## config.mk

```make
export PLATFORM = sky130hd
export DESIGN_NAME = core_mem_scheduler
export DESIGN_NICKNAME = d
export VERILOG_FILES = /design/src/rtl/core_mem_pkg.sv /design/src/rtl/core_mem_tag_fifo.sv /design/src/rtl/core_mem_scheduler.sv
export SDC_FILE = /design/constraint.sdc
export NUM_CORES = 1
export LEC_CHECK = 0
export ABC_AREA = 1
export BUFFER_PORTS_ARGS = -buffer_cell sky130_fd_sc_hd__buf_2
export CORE_AREA = 3 3 147 149
export CTS_CLUSTER_DIAMETER = 40
export DETAILED_ROUTE_END_ITERATION = 6
export DIE_AREA = 0 0 150 152
export PLACE_DENSITY = 0.66
export SLEW_MARGIN = 20
export SYNTH_ARGS = -nofsm -noshare
export SYNTH_HDL_FRONTEND = slang
export SYNTH_HIERARCHICAL = 1
export SYNTH_SLANG_ARGS = --single-unit
```

## constraint.sdc

```tcl
create_clock -name i_clk -period 3.3 [get_ports i_clk]
set_input_delay 0.165 -clock i_clk [delete_from_list [all_inputs] [get_ports i_clk]]
set_output_delay 0.165 -clock i_clk [all_outputs]
set_load 0.01 [all_outputs]
```

## src/rtl/core_mem_pkg.sv

```systemverilog
// core_mem_pkg: shared types for the core memory scheduler and its tag FIFO.
package core_mem_pkg;
    typedef enum logic [1:0] {MP_LSU = 2'd0, MP_FETCH = 2'd1, MP_DEBUG = 2'd2} mem_port_e;
    typedef struct packed {
        mem_port_e port;
        logic      discard;
    } mem_tag_t;
    typedef enum logic {S_RUN = 1'b0, S_DRAIN = 1'b1} sched_state_e;
endpackage

```

## src/rtl/core_mem_tag_fifo.sv

```systemverilog
// core_mem_tag_fifo: in-order tag FIFO for outstanding reads; tracks fetch tags
// and can mark every queued fetch tag for discard.
module core_mem_tag_fifo
    import core_mem_pkg::*;
#(
    parameter int DEPTH = 4
) (
    input  logic                         i_clk,
    input  logic                         i_rst_n,
    input  logic                         i_push,
    input  mem_tag_t                     i_tag,
    input  logic                         i_pop,
    input  logic                         i_mark_fetch_discard,
    output mem_tag_t                     o_head,
    output logic                         o_full,
    output logic                         o_empty,
    output logic [$clog2(DEPTH+1)-1:0]   o_fetch_inflight
);
    localparam int PW = $clog2(DEPTH);
    localparam int CW = $clog2(DEPTH + 1);
    mem_tag_t      mem_q [DEPTH];
    logic [PW-1:0] wr_q, rd_q;
    logic [CW-1:0] cnt_q, inflight_q;
    logic          do_push, do_pop;
    assign o_full           = cnt_q == CW'(DEPTH);
    assign o_empty          = cnt_q == '0;
    assign o_head           = mem_q[rd_q];
    assign o_fetch_inflight = inflight_q;
    assign do_push          = i_push & ~o_full;
    assign do_pop           = i_pop & ~o_empty;
    always_ff @(posedge i_clk or negedge i_rst_n) begin
        if (!i_rst_n) begin
            wr_q       <= '0;
            rd_q       <= '0;
            cnt_q      <= '0;
            inflight_q <= '0;
            for (int i = 0; i < DEPTH; i++) mem_q[i] <= '0;
        end else begin
            // stale slots may get marked too; they are overwritten on push
            for (int i = 0; i < DEPTH; i++)
                if (i_mark_fetch_discard && mem_q[i].port == MP_FETCH) mem_q[i].discard <= 1'b1;
            if (do_push) mem_q[wr_q] <= i_tag;
            wr_q       <= wr_q + PW'(do_push);
            rd_q       <= rd_q + PW'(do_pop);
            cnt_q      <= cnt_q + CW'(do_push) - CW'(do_pop);
            inflight_q <= inflight_q + CW'(do_push && i_tag.port == MP_FETCH)
                                     - CW'(do_pop && o_head.port == MP_FETCH);
        end
    end
endmodule

```

## src/rtl/core_mem_scheduler.sv

```systemverilog
// core_mem_scheduler: LSU > fetch > debug arbiter onto one memory port with fetch
// starvation override, in-order response routing and fetch flush drain.
// Define CORE_MEM_SCHED_PERF_EN to add grant and stall performance counters.
module core_mem_scheduler
    import core_mem_pkg::*;
#(
    parameter int AW         = 32,
    parameter int DW         = 32,
    parameter int TAG_DEPTH  = 4,
    parameter int STARVE_MAX = 8
) (
    input  logic          i_clk,
    input  logic          i_rst_n,
    input  logic          i_clk_en,
    input  logic          i_fetch_flush,
    input  logic          i_fetch_req,
    input  logic [AW-1:0] i_fetch_addr,
    output logic          o_fetch_gnt,
    output logic          o_fetch_rvalid,
    output logic [DW-1:0] o_fetch_rdata,
    input  logic          i_lsu_req,
    input  logic          i_lsu_we,
    input  logic [AW-1:0] i_lsu_addr,
    input  logic [3:0]    i_lsu_be,
    input  logic [DW-1:0] i_lsu_wdata,
    output logic          o_lsu_gnt,
    output logic          o_lsu_rvalid,
    output logic [DW-1:0] o_lsu_rdata,
    input  logic          i_debug_req,
    input  logic          i_debug_we,
    input  logic [AW-1:0] i_debug_addr,
    input  logic [3:0]    i_debug_be,
    input  logic [DW-1:0] i_debug_wdata,
    output logic          o_debug_gnt,
    output logic          o_debug_rvalid,
    output logic [DW-1:0] o_debug_rdata,
    output logic          o_mem_req,
    output logic          o_mem_we,
    output logic [AW-1:0] o_mem_addr,
    output logic [3:0]    o_mem_be,
    output logic [DW-1:0] o_mem_wdata,
    input  logic          i_mem_rvalid,
    input  logic [DW-1:0] i_mem_rdata,
    output logic          o_stall,
    output logic          o_err
`ifdef CORE_MEM_SCHED_PERF_EN
   ,output logic [31:0]   o_perf_grants,
    output logic [31:0]   o_perf_stall
`endif
);
    localparam int CW = $clog2(TAG_DEPTH + 1);
    localparam int SW = $clog2(STARVE_MAX + 1);
    sched_state_e  state_q, state_d;
    logic [SW-1:0] starve_q, starve_d;
    mem_tag_t      head, push_tag;
    logic [CW-1:0] fetch_inflight;
    logic          full, empty, go, lsu_ok, dbg_ok, fetch_ok, force_fetch;
    logic          any_gnt, push, pop, pop_fetch, mark;
    logic          mem_req_q, mem_we_q, lsu_rv_q, fetch_rv_q, dbg_rv_q, err_q;
    logic [AW-1:0] mem_addr_q;
    logic [3:0]    mem_be_q;
    logic [DW-1:0] mem_wdata_q, rdata_q;
    // grants are held off while in reset so every output reads 0
    assign go          = i_clk_en & i_rst_n;
    assign lsu_ok      = i_lsu_req & (i_lsu_we | ~full);
    assign dbg_ok      = i_debug_req & (i_debug_we | ~full);
    assign fetch_ok    = i_fetch_req & ~full & (state_q == S_RUN) & ~i_fetch_flush;
    assign force_fetch = fetch_ok & (starve_q == SW'(STARVE_MAX));
    assign o_lsu_gnt   = go & lsu_ok & ~force_fetch;
    assign o_fetch_gnt = go & fetch_ok & (force_fetch | ~lsu_ok);
    assign o_debug_gnt = go & dbg_ok & ~lsu_ok & ~fetch_ok;
    assign any_gnt     = o_lsu_gnt | o_fetch_gnt | o_debug_gnt;
    assign o_stall     = i_rst_n & (i_lsu_req | i_fetch_req | i_debug_req) & ~any_gnt;
    assign push        = o_fetch_gnt | (o_lsu_gnt & ~i_lsu_we) | (o_debug_gnt & ~i_debug_we);
    assign push_tag    = '{port: o_fetch_gnt ? MP_FETCH : o_lsu_gnt ? MP_LSU : MP_DEBUG, discard: 1'b0};
    assign pop         = go & i_mem_rvalid & ~empty;
    assign pop_fetch   = pop & (head.port == MP_FETCH);
    assign mark        = go & i_fetch_flush;
    core_mem_tag_fifo #(.DEPTH(TAG_DEPTH)) u_fifo (
        .i_clk(i_clk), .i_rst_n(i_rst_n), .i_push(push), .i_tag(push_tag), .i_pop(pop),
        .i_mark_fetch_discard(mark), .o_head(head), .o_full(full), .o_empty(empty),
        .o_fetch_inflight(fetch_inflight)
    );
    always_comb begin
        starve_d = starve_q;
        state_d  = state_q;
        if (go) begin
            starve_d = (i_fetch_req && !o_fetch_gnt)
                     ? ((starve_q == SW'(STARVE_MAX)) ? starve_q : starve_q + SW'(1)) : '0;
            if (state_q == S_RUN) state_d = (i_fetch_flush && fetch_inflight != '0) ? S_DRAIN : S_RUN;
            else                  state_d = (fetch_inflight == CW'(pop_fetch)) ? S_RUN : S_DRAIN;
        end
    end
    always_ff @(posedge i_clk or negedge i_rst_n) begin
        if (!i_rst_n) begin
            state_q     <= S_RUN;
            starve_q    <= '0;
            mem_req_q   <= 1'b0;
            mem_we_q    <= 1'b0;
            mem_addr_q  <= '0;
            mem_be_q    <= '0;
            mem_wdata_q <= '0;
            lsu_rv_q    <= 1'b0;
            fetch_rv_q  <= 1'b0;
            dbg_rv_q    <= 1'b0;
            rdata_q     <= '0;
            err_q       <= 1'b0;
        end else if (i_clk_en) begin
            state_q     <= state_d;
            starve_q    <= starve_d;
            mem_req_q   <= any_gnt;
            mem_we_q    <= o_lsu_gnt ? i_lsu_we : (o_debug_gnt & i_debug_we);
            mem_addr_q  <= o_lsu_gnt ? i_lsu_addr : o_fetch_gnt ? i_fetch_addr : o_debug_gnt ? i_debug_addr : '0;
            mem_be_q    <= o_lsu_gnt ? i_lsu_be : o_fetch_gnt ? 4'hF : o_debug_gnt ? i_debug_be : 4'h0;
            mem_wdata_q <= o_lsu_gnt ? i_lsu_wdata : o_debug_gnt ? i_debug_wdata : '0;
            lsu_rv_q    <= pop & ~head.discard & (head.port == MP_LSU);
            fetch_rv_q  <= pop & ~head.discard & (head.port == MP_FETCH);
            dbg_rv_q    <= pop & ~head.discard & (head.port == MP_DEBUG);
            rdata_q     <= (pop & ~head.discard) ? i_mem_rdata : rdata_q;
            err_q       <= err_q | (i_mem_rvalid & empty);
        end
    end
    assign o_mem_req      = mem_req_q;
    assign o_mem_we       = mem_we_q;
    assign o_mem_addr     = mem_addr_q;
    assign o_mem_be       = mem_be_q;
    assign o_mem_wdata    = mem_wdata_q;
    assign o_lsu_rvalid   = lsu_rv_q;
    assign o_fetch_rvalid = fetch_rv_q;
    assign o_debug_rvalid = dbg_rv_q;
    assign o_lsu_rdata    = rdata_q;
    assign o_fetch_rdata  = rdata_q;
    assign o_debug_rdata  = rdata_q;
    assign o_err          = err_q;
`ifdef CORE_MEM_SCHED_PERF_EN
    logic [31:0] perf_grants_q, perf_stall_q;
    always_ff @(posedge i_clk or negedge i_rst_n) begin
        if (!i_rst_n) begin
            perf_grants_q <= '0;
            perf_stall_q  <= '0;
        end else if (i_clk_en) begin
            perf_grants_q <= perf_grants_q + 32'(any_gnt);
            perf_stall_q  <= perf_stall_q + 32'(o_stall);
        end
    end
    assign o_perf_grants = perf_grants_q;
    assign o_perf_stall  = perf_stall_q;
`endif
endmodule

```

==> impl.org <==
** Synthesis
- The portion of synthesized area spent on multiplexers is 0%.
- Post-synthesis xor/xnor area fraction :: 1.005%
- By area, the combinational part of the netlist is dominated by simple AND/OR/NAND/NOR gates.
- Synth Register Bits :: 133
- Synth warnings :: 6
- The synthesized netlist devotes 1.686% of its cell area to compound gates.
- Adder-cell area share of the yosys netlist :: 1.651%
- Synthesized area per cell :: 8.234 µm²
- Synthesis produced 847 cells.
- Simple-gate portion of the synthesized area :: 35.43%
- Sequential elements use 47.72% of the synthesized area.
- In this run the cell area of the synthesized design comes to 0.006974 mm².
- Count of unique library cells instantiated by Yosys :: 36

** Clock tree
- The tree is rooted in a sky130_fd_sc_hd__clkbuf_16.
- TritonCTS built the clock tree.
- TritonCTS created 17 clock buffers.
- Buffer count from post-CTS setup fixing :: 0
- Clock tree buffer depth :: 2
- Clock-pin slew was measured on the worst setup and hold paths at 0.06 ns.
- Total clock sinks :: 133
- Source-to-sink clock delay at the later pin of the worst-skew pair :: 0.42 ns
- H-tree lvl count :: 4

** Drt
- For this block, the initial DRC count from the detailed router was 519.
- Dividing the detail-routed wire length by the instance count gives 16.99 µm.
- Vias per Instance :: 4.909
- In this run the remaining antenna-violating nets after routing total 0.
- Post-detailed-route DRC marker count :: 0
- Iteration count of the initial detailed-routing pass :: 5
- Summing over every cut layer, the via total after detailed routing is 7703.
- The final layout contains routed wiring with a total length of 26650 µm.

** Critical path
- The worst setup path is launched from a register.
- Top Family by Delay on Critical Path :: adder cells
- The critical path is of the reg2reg type.
- CP Data Arrival Time :: 3.33 ns
- The slowest stage of the critical path belongs to the cell sky130_fd_sc_hd__dfrtp_1.
- Counting stages on the worst path, the most repeated cell is sky130_fd_sc_hd__inv_1.
- The critical path contains buffers and inverters numbering 6 combined.
- Worst-path fanout max :: 5
- CP cell instances :: nor2_4 -> nand2_4 -> inv_2 -> inv_1 -> o21ai_4 -> inv_1 -> nand2_4 -> nand2_1 -> o211ai_1 -> inv_1 -> nor2_4 -> nand3b_1 -> ha_1 -> inv_1 -> ha_1 -> inv_1 -> fa_1 -> xnor2_1
- STA classifies the critical path endpoint as a register.
- In this design, the stage delay of the slowest critical-path cell is 0.43 ns.
- Data on the critical path is required at its endpoint by 3.60 ns.

** Floorplan
- Io pins :: 384
- After floorplanning, the core was sized to cover 0.02030 mm².
- The floorplan has 52 rows.
- Floorplan die area :: 0.02280 mm²
- From left edge to right edge, the die measures 150 µm.
- Once the floorplan was initialized, standard cells occupied 34.36% of the core.
- The floorplan step set the die height to 152 µm.

** STA
- The final critical path takes up 91.72% of the cycle.
- Clock period minus worst slack :: 3.027 ns
- Final Worst Setup Slack :: 0.2731 ns
- Unrepaired setup endpoints after global routing :: false
- Peak Freq :: 330.4 MHz
- Measured against its own limit, the worst slew margin works out to 38.59%.
- Between clock sinks in the finished design, the worst skew comes to 0.01480 ns.
- Summed over all failing endpoints, the final setup total negative slack is 0 ns.
- The max-slew violation count is 0.
- Number of failing setup endpoints in the final timing report :: 0
- Fin. Hold Viols :: 0
- For the pin with the worst max-slew slack, the measured transition is 0.9198 ns.

** Final layout
- P&R area growth vs syn :: 51.85%
- Net count, final :: 1504
- Leaving out fill and tap cells, the most frequent cell in the layout is sky130_fd_sc_hd__buf_2.
- In the final layout, the share of cells above drive strength 1 is 35.26%.
- Registers take 0.003328 mm².
- Most used cells in the layout excluding fill and tap cells :: sky130_fd_sc_hd__buf_2, sky130_fd_sc_hd__nand2_1, sky130_fd_sc_hd__dfrtp_1
- The multi-input combinational cells in the finished layout cover a total of 0.002801 mm².
- Final std cells w/o fill :: 1569
- After filler insertion, the fill cell instance count of the layout stands at 1902.
- Number of diodes :: 0

** GRT
- Antenna violations before repair :: 0
- Global-route wire length before repair :: 41100 µm
- For this run the aggregate overflow at the end of global routing stands at 0.
- The number of global-route vias before repair is 7683.
- Entering global routing, the biggest net connects 55 pins.
- For this run, the total global-route usage over all layers was measured as 22.72%.

** Pwr
- Power per unit of standard cell area :: 677.4 mW/mm²
- Leak pwr :: 5.795 nW
- Across the VDD grid, the largest voltage drop is 0.3415 mV.
- Total power of the final layout :: 7.174 mW

** Placed design
- Number of buffer cells added on primary ports :: 383
- OpenSTA, run right after detailed placement, puts the worst setup slack at 0.1971 ns.
- At the end of routability-driven placement, the weighted congestion stood at 0.8576.
- Once placement completed, the tool counted placed cells totaling 1407.
- The HPWL after detailed placement is 18320 µm.

** Job
- The tool flagged a number of max-cap violations equal to 0.

** Run status
- The flow ran to the end, and the final reports show no timing, DRC or antenna violations.

** Hold path
- The worst hold path belongs to the class in2reg.
-- stage by stage --
step / utilization [%] / area (µm²) / hold slack, ns
2_1_floorplan: - / 6985 / -0.1306
3_3_place_gp: 42.57 / 8641 / 0.2747
3_5_place_dp: 42.57 / 8641 / 0.2666
4_1_cts: 52.11 / 10580 / 0.0001976
5_1_grt: 52.17 / 10590 / 0.00004405
6_report: 52.17 / 10590 / 0.009728
-- power breakdown --
part	internal (mW)	switching, mW
sequential	2.08	0.477
clock	1.31	0.739
combinational	1.09	1.48
-- worst register-to-register path, cell delays in order (launching register included) --
cell	delay, ns
sky130_fd_sc_hd__dfrtp_1	0.43
sky130_fd_sc_hd__nor2_4	0.18
sky130_fd_sc_hd__nand2_4	0.06
sky130_fd_sc_hd__inv_2	0.11
sky130_fd_sc_hd__inv_1	0.09
sky130_fd_sc_hd__o21ai_4	0.22
sky130_fd_sc_hd__inv_1	0.11
sky130_fd_sc_hd__nand2_4	0.08
sky130_fd_sc_hd__nand2_1	0.09
sky130_fd_sc_hd__o211ai_1	0.13
sky130_fd_sc_hd__inv_1	0.12
sky130_fd_sc_hd__nor2_4	0.14
sky130_fd_sc_hd__nand3b_1	0.09
sky130_fd_sc_hd__ha_1	0.29
sky130_fd_sc_hd__inv_1	0.06
sky130_fd_sc_hd__ha_1	0.13
sky130_fd_sc_hd__inv_1	0.05
sky130_fd_sc_hd__fa_1	0.40
sky130_fd_sc_hd__xnor2_1	0.13
-- per-layer routing --
metal	vias to the layer above	share of wire, %	routed length (µm)	GRT usage (%)
li1	3635	-	-	-
met1	3598	39	10380	27.44
met2	403	49	13010	37.70
met3	67	8.5	2259	6.136
met4	0	3.8	1003	10.28
met5	-	0	0	0
-- synth_stat cells --
master / count / area share (%)
sky130_fd_sc_hd__a21boi_2: 1 / 0.16
sky130_fd_sc_hd__a21oi_1: 2 / 0.14
sky130_fd_sc_hd__a31o_2: 1 / 0.13
sky130_fd_sc_hd__a31oi_2: 1 / 0.18
sky130_fd_sc_hd__buf_1: 6 / 0.32
sky130_fd_sc_hd__buf_2: 16 / 1.1
sky130_fd_sc_hd__buf_4: 72 / 7.8
sky130_fd_sc_hd__buf_6: 2 / 0.32
sky130_fd_sc_hd__clkbuf_1: 16 / 0.86
sky130_fd_sc_hd__clkinv_1: 1 / 0.054
sky130_fd_sc_hd__conb_1: 1 / 0.054
sky130_fd_sc_hd__dfrtp_1: 133 / 48
sky130_fd_sc_hd__fa_1: 2 / 0.57
sky130_fd_sc_hd__ha_1: 6 / 1.1
sky130_fd_sc_hd__inv_1: 29 / 1.6
sky130_fd_sc_hd__inv_2: 8 / 0.43
sky130_fd_sc_hd__nand2_1: 298 / 16
sky130_fd_sc_hd__nand2_2: 2 / 0.18
sky130_fd_sc_hd__nand2_4: 3 / 0.48
sky130_fd_sc_hd__nand3_1: 115 / 8.3
sky130_fd_sc_hd__nand3_2: 1 / 0.14
sky130_fd_sc_hd__nand3b_1: 5 / 0.54
sky130_fd_sc_hd__nand4_1: 90 / 8.1
sky130_fd_sc_hd__nor2_1: 6 / 0.32
sky130_fd_sc_hd__nor2_2: 3 / 0.27
sky130_fd_sc_hd__nor2_4: 4 / 0.65
sky130_fd_sc_hd__nor3_1: 1 / 0.072
sky130_fd_sc_hd__nor3_4: 1 / 0.23
sky130_fd_sc_hd__nor4_1: 1 / 0.090
sky130_fd_sc_hd__o211ai_1: 1 / 0.11
sky130_fd_sc_hd__o21ai_0: 4 / 0.29
sky130_fd_sc_hd__o21ai_2: 2 / 0.25
sky130_fd_sc_hd__o31ai_1: 4 / 0.43
sky130_fd_sc_hd__or2_2: 1 / 0.090
sky130_fd_sc_hd__xnor2_1: 4 / 0.50
sky130_fd_sc_hd__xor2_1: 4 / 0.50
-- final cells by class --
| type | count | share of cell area, % |
|---|---|---|
| Timing Repair Buffer | 529 | 31.58 |
| Sequential cell | 133 | 31.43 |
| Multi-Input combinational cell | 567 | 26.45 |
| Clock buffer | 21 | 4.348 |
| Tap cell | 270 | 3.190 |
| Clock inverter | 11 | 1.654 |
| Inverter | 38 | 1.347 |
-- worst paths after layout --
path                                        from                          to  slack (ns)  cells after the start
worst max-delay path             u_fifo/cnt_q[1]  u_fifo/o_fetch_inflight[2]        0.27                     18
worst min-delay path            i_debug_addr[23]              o_mem_addr[23]        0.01                      3
worst max register to register   u_fifo/cnt_q[1]  u_fifo/o_fetch_inflight[2]        0.27                     18
worst min register to register    o_debug_rvalid              o_debug_rvalid        0.47                      2
max in group asynchronous                i_rst_n              o_mem_wdata[9]        1.81                      4
min in group asynchronous                i_rst_n           o_debug_rdata[30]        0.43                      3
-- sequential cells by signal, indices dropped and copies added, names as in the netlist, 2 cells and up --
register,cells
o_debug_rdata,32
o_mem_addr,32
o_mem_wdata,32
u_fifo/mem_q,12
o_mem_be,4
starve_q,4
u_fifo/cnt_q,3
u_fifo/o_fetch_inflight,3
u_fifo/rd_q,2
u_fifo/wr_q,2
-- cells by family after synthesis --
logic type / Yosys count
buf+inv: 150
compound gates: 16
xor+xnor: 8
other cells: 1
simple gates: 531
flops: 133
fa+ha+maj: 8
-- what timing repair did --
action,CTS,global route
hold buffers,130,0
hold endpoints to repair,117,0
endpoints found under the setup margin,0,2
resized for setup,0,2
Power figures use the tool's default switching activity.
